$ cat src/rtl/lsu_seq.sv
// lsu_seq: load/store sequencer driving a word memory, with read-modify-write for byte stores.
// Define LSU_ALIGN_CHECK_EN to reject unsupported widths and misaligned word accesses.
module lsu_seq #(
  parameter int ADDR_W = 32
) (
  input  logic              i_clk,
  input  logic              i_rst_n,
  input  logic              i_req_valid,
  output logic              o_req_ready,
  input  logic              i_req_we,
  input  logic [ADDR_W-1:0] i_req_addr,
  input  logic [1:0]        i_req_width,
  input  logic              i_req_zext,
  input  logic [31:0]       i_req_wdata,
  output logic              o_resp_valid,
  output logic [31:0]       o_resp_rdata,
  output logic              o_resp_err,
  output logic              o_mem_req,
  output logic              o_mem_we,
  output logic [ADDR_W-1:0] o_mem_addr,
  output logic [31:0]       o_mem_wdata,
  input  logic              i_mem_ack,
  input  logic [31:0]       i_mem_rdata,
  output logic [1:0]        o_align_tail,
  output logic [1:0]        o_align_width,
  output logic              o_align_zext,
  output logic [31:0]       o_align_word,
  output logic [31:0]       o_align_wval,
  input  logic [31:0]       i_align_rdata,
  input  logic [31:0]       i_align_merged
);
  typedef enum logic [1:0] {IDLE, RD, WR, RESP} state_t;
  state_t              r_state;
  logic                r_we;
  logic                r_err;
  logic [ADDR_W-3:0]   r_addr;
  logic [1:0]          w_width;
  logic [1:0]          w_tail;
  logic                w_err;
`ifdef LSU_ALIGN_CHECK_EN
  assign w_width = i_req_width;
  assign w_tail  = i_req_addr[1:0];
  assign w_err   = !i_req_width[0] || (i_req_width[1] && i_req_addr[1:0] != 2'b00);
`else
  // unsupported widths degrade to a word access, which is always word-aligned
  assign w_width = i_req_width == 2'b01 ? 2'b01 : 2'b11;
  assign w_tail  = w_width == 2'b11 ? 2'b00 : i_req_addr[1:0];
  assign w_err   = 1'b0;
`endif
  assign o_req_ready  = r_state == IDLE;
  assign o_resp_valid = r_state == RESP;
  assign o_resp_err   = o_resp_valid && r_err;
  assign o_resp_rdata = (o_resp_valid && !r_we && !r_err) ? i_align_rdata : '0;
  assign o_mem_req    = r_state == RD || r_state == WR;
  assign o_mem_we     = r_state == WR;
  assign o_mem_addr   = {r_addr, 2'b00};
  assign o_mem_wdata  = r_state == WR ? i_align_merged : '0;
  always_ff @(posedge i_clk or negedge i_rst_n)
    if (!i_rst_n) begin
      r_state       <= IDLE;
      r_we          <= 1'b0;
      r_err         <= 1'b0;
      r_addr        <= '0;
      o_align_tail  <= '0;
      o_align_width <= '0;
      o_align_zext  <= 1'b0;
      o_align_word  <= '0;
      o_align_wval  <= '0;
    end else begin
      case (r_state)
        IDLE: if (i_req_valid) begin
          r_we          <= i_req_we;
          r_err         <= w_err;
          r_addr        <= i_req_addr[ADDR_W-1:2];
          o_align_tail  <= w_tail;
          o_align_width <= w_width;
          o_align_zext  <= i_req_zext;
          o_align_wval  <= i_req_wdata;
          r_state       <= w_err ? RESP : (i_req_we && w_width == 2'b11) ? WR : RD;
        end
        RD: if (i_mem_ack) begin
          o_align_word <= i_mem_rdata;
          r_state      <= r_we ? WR : RESP;
        end
        WR: if (i_mem_ack) r_state <= RESP;
        RESP: r_state <= IDLE;
      endcase
    end
endmodule

$ cat config.mk
export PLATFORM = sky130hd
export DESIGN_NAME = lsu_seq
export DESIGN_NICKNAME = d
export VERILOG_FILES = /design/src/rtl/lsu_seq.sv
export SDC_FILE = /design/constraint.sdc
export NUM_CORES = 1
export LEC_CHECK = 0
export CORE_AREA = 4 4 129 131
export CTS_BUF_LIST = sky130_fd_sc_hd__clkbuf_4
export CTS_CLUSTER_SIZE = 20
export DETAILED_ROUTE_END_ITERATION = 8
export DIE_AREA = 0 0 133 135
export GPL_ROUTABILITY_DRIVEN = 0
export HOLD_SLACK_MARGIN = 0.1
export PLACE_DENSITY = 0.73
export SYNTH_ARGS = -nofsm -noshare
export SYNTH_HDL_FRONTEND = slang
export SYNTH_SLANG_ARGS = --single-unit
$ cat constraint.sdc
create_clock -name i_clk -period 1.5 [get_ports i_clk]
set_clock_uncertainty 0.1 [all_clocks]
set_input_delay 0.15 -clock i_clk [delete_from_list [all_inputs] [get_ports i_clk]]
set_output_delay 0.15 -clock i_clk [all_outputs]
set_load 0.01 [all_outputs]
==> reports/qor.log <==
INFO  outcome        outcome=finished, violations left
INFO  outcome        violations=setup timing
INFO  synthesis      avgSynthCellArea=14.2um^2
INFO  clock_network  cts.reportedPaths.clkPinSlew=0.17ns
INFO  pwr            vdd_ir_drop_max=1020uV
INFO  worst_setup_path worst_setup_path_end_kind=output pin
INFO  worst_setup_path startpoint_type=flop
INFO  global_routing grt_max_degree=103
INFO  worst_setup_path worstPathMaxFanout=8
INFO  final_layout   synthToLayoutAreaGrowth=105%
INFO  sta            grt_setup_unrepaired=yes
INFO  pwr            p_sw_share=34.8%
INFO  drt            m1_wl=7260um
INFO  drt            via_count=4,049
INFO  sta            final-setup-viol-count=170
INFO  floorplanning  floorplan.die_area=18,000um^2
INFO  pwr            cellLeakagePower=4.24nW
INFO  drt            met2RoutedLength=9360um
INFO  floorplanning  width_of_the_die=133um
INFO  floorplanning  core_area=15,600um^2
INFO  clock_network  clk_latency=0.46ns
INFO  sta            setup_slack=-0.469ns
INFO  synthesis      synth.distinct_cells=25
INFO  synthesis      synth_compound_gate_area_share=1.55%
INFO  drt            route.detailed.wl_per_inst=20.3um
INFO  global_routing first_global_vias=4,507
INFO  synthesis      post_synth_and_or_nand_nor_area_fraction=10.6%
INFO  pwr            combinationalPowerShare=61.7%
INFO  clock_network  clock_tree.htree_level_count=3
INFO  synthesis      synth_xor_area_share=0%
INFO  synthesis      netlist.area_leader.share=57.7%
INFO  pwr            power_per_cell_area=1790nW/um^2
INFO  pwr            share_clk_of_total_power=8.5%
INFO  pwr            post-layout-total-power=16.3mW
INFO  sta            worst_slew_margin_rel=62.5%
INFO  pwr            pwr-share-seq=29.8%
INFO  placed_design  numPortBuffers=334
INFO  sta            final_period_minus_worst_setup_slack=1.97ns
INFO  floorplanning  height_of_the_chip=135um
INFO  synthesis      synthesis.instances=311
INFO  worst_setup_path crit_required=1.25ns
INFO  synthesis      yosys.area_share.adder=1.41%
INFO  final_layout   final_nets=873
INFO  sta            worst_pin_slew=0.562ns
INFO  drt            dr.first_iter.drc_count=66
INFO  drt            detail_route.wirelength=18,700um
INFO  global_routing grt_pass1_wl=27,300um
INFO  drt            via_to_cell_ratio=4.39
INFO  placed_design  place_area=8120um^2
INFO  worst_setup_path worst_ep_arrival_time=1.72ns
INFO  synthesis      synth.largest_area_cell=sky130_fd_sc_hd__dfrtp_1
INFO  drt            met3RoutedLength=1760um
INFO  pwr            net-switching-power=5.66mW
INFO  clock_network  tritoncts.num_buffers=9
INFO  placed_design  dp_hpwl=13,500um
INFO  clock_network  cts_sinks=102
INFO  clock_network  cts-root-to-sink-buffers=2
INFO  global_routing grt_overflow=0
INFO  sta            report.final.slew_viol_count=0
INFO  synthesis      number_of_synthesized_register_bits=102
INFO  final_layout   layout.cells.most_common=sky130_fd_sc_hd__clkdlybuf4s50_1
INFO  synthesis      synth_top_family_by_area=multiplexers
INFO  floorplanning  ios=338
INFO  final_layout   final_area=9080um^2
INFO  drt            detail_route.drc_violations=0
INFO  synthesis      ys_top_cells_by_area=sky130_fd_sc_hd__dfrtp_1, sky130_fd_sc_hd__mux2_2, sky130_fd_sc_hd__and2_1
INFO  synthesis      synth.area.mux_share=25.9%
INFO  floorplanning  floorplan.initialDensity=28.4%
INFO  synthesis      sequential_to_total_area_share_from_yosys_stat=57.7%
INFO  sta            max_freq=0.508GHz
INFO  sta            finalHoldViolCount=0
INFO  drt            number_of_iterations_in_the_first_detailed_routing_pass=4
INFO  pwr            internal_power=10.6mW
INFO  synthesis      netlist_area=4430um^2
INFO  flow_run       maxCapViolations=0
INFO  synthesis      yosys_warnings=0
INFO  drt            ant_nets=0
INFO  clock_network  clk_root_buffer_cell=sky130_fd_sc_hd__clkbuf_4
INFO  drt            route.top_layer_used=met4
INFO  final_layout   drive_gt1_share=43.3%
INFO  sta            post-route-period-util=131%
INFO  global_routing grt_util_overall=20.2%
INFO  final_layout   layout.cells.most_common_list=sky130_fd_sc_hd__clkdlybuf4s50_1, sky130_fd_sc_hd__dfrtp_1, sky130_fd_sc_hd__buf_6
INFO  global_routing antenna_found_initial=1
INFO  hold_path      holdCritPathClass=in -> async
INFO  floorplanning  rows=46
INFO  worst_setup_path criticalPathCategory=reg -> out
INFO  clock_network  tritoncts=done
==> cell usage after synthesis <==
cell                          n
sky130_fd_sc_hd__a22o_1       2
sky130_fd_sc_hd__ha_1         5
sky130_fd_sc_hd__a31oi_1      1
sky130_fd_sc_hd__nand2_2      1
sky130_fd_sc_hd__nand2_1      2
sky130_fd_sc_hd__buf_4        3
sky130_fd_sc_hd__clkbuf_1     6
sky130_fd_sc_hd__a2bb2oi_1    1
sky130_fd_sc_hd__dfrtp_1    102
sky130_fd_sc_hd__o21bai_1     1
sky130_fd_sc_hd__a21oi_1      2
sky130_fd_sc_hd__nand3b_1     1
sky130_fd_sc_hd__and2_1      64
sky130_fd_sc_hd__conb_1       1
sky130_fd_sc_hd__inv_1        3
sky130_fd_sc_hd__a32o_1       1
sky130_fd_sc_hd__nand2b_1     3
sky130_fd_sc_hd__buf_2        7
sky130_fd_sc_hd__buf_6        3
sky130_fd_sc_hd__nor2_1       1
sky130_fd_sc_hd__nor2b_1      3
sky130_fd_sc_hd__o221ai_1     1
sky130_fd_sc_hd__mux2_4      17
sky130_fd_sc_hd__mux2_2      79
sky130_fd_sc_hd__nand3_1      1
==> cells by family (layout without fill, tap and decap cells) <==
group           after synthesis  after routing
other cells                   1              4
mux                          96             96
buf+inv                      22            413
simple gates                 76             77
flops                       102            102
compound gates                9              9
fa+ha+maj                     5              5
==> routing by layer <==
metal	vias to the layer above	track usage [%]
met5	-	0
li1	1823	-
met1	1992	23.9
met3	21	7.00
met2	213	34.5
met4	0	6.76
==> state kept, by name, indices dropped and copies added, names as in the netlist <==
name / flops
r_state: 2
o_align_wval: 32
o_align_zext: 1
r_addr: 30
o_align_width: 2
o_align_word: 32
r_we: 1
o_align_tail: 2
==> per-stage QoR <==
step	setup WS (ns)	utilization (%)	hold WS, ns	cells	setup TNS [ns]
2_1_floorplan	-0.0425	-	-0.246	313	-0.979
3_3_place_gp	-0.360	52.0	0.157	860	-33.98
5_1_grt	-0.558	58.2	0.122	922	-77.53
6_report	-0.469	58.2	0.148	922	-66.93
4_1_cts	-0.524	57.5	0.101	919	-67.65
3_5_place_dp	-0.396	52.0	0.165	860	-38.57
==> layout make-up <==
type,count,area [um^2]
diodes,1,2.50
clock buffers,10,75.1
clock inverters,6,53.8
fillers,1275,6520
inverters,3,16.3
multi-input cells,190,2090
flip-flops and latches,102,2550
well taps,216,270
repair buffers,394,4020
==> power groups by stage <==
stage / Combinational [mW] / Sequential (mW) / Clock [mW]
after floorplan: 3.07 / 5.51 / 0
after global placement: 8.72 / 4.85 / 0
after detailed placement: 8.81 / 4.93 / 0
after CTS: 9.83 / 4.83 / 1.46
after global routing: 10.6 / 5.02 / 1.56
final: 10.0 / 4.84 / 1.39
==> what timing repair did <==
action                                 CTS  global route
pin swaps                               38            12
endpoints found under the hold margin  102             0
hold buffers                             1             0
gates resized for setup                519            61
buffers inserted                        28             9
cloned                                  15             2
setup endpoints to repair              268           191
==> critical path, cell delays in order, from the launching register on <==
cell	delay, ns
sky130_fd_sc_hd__dfrtp_1	0.42
sky130_fd_sc_hd__buf_6	0.12
sky130_fd_sc_hd__ha_4	0.11
sky130_fd_sc_hd__nor2b_4	0.21
sky130_fd_sc_hd__buf_6	0.16
sky130_fd_sc_hd__and2_4	0.15
sky130_fd_sc_hd__buf_6	0.09
==> worst paths after layout <==
kind | start | end | slack [ns] | cells after the start
worst min-delay path | i_rst_n | o_align_wval[0] | 0.15 | 3
max in group asynchronous | i_rst_n | r_we | 0.70 | 3
worst max-delay path | r_state[1] | o_resp_rdata[29] | -0.47 | 6
min in group i_clk | i_req_addr[4] | r_addr[2] | 0.16 | 2
worst min register to register | o_align_width[0] | o_align_width[0] | 0.40 | 1
worst max register to register | r_state[1] | o_align_wval[23] | -0.45 | 9
Note: power is estimated with default switching activity, not from simulation.
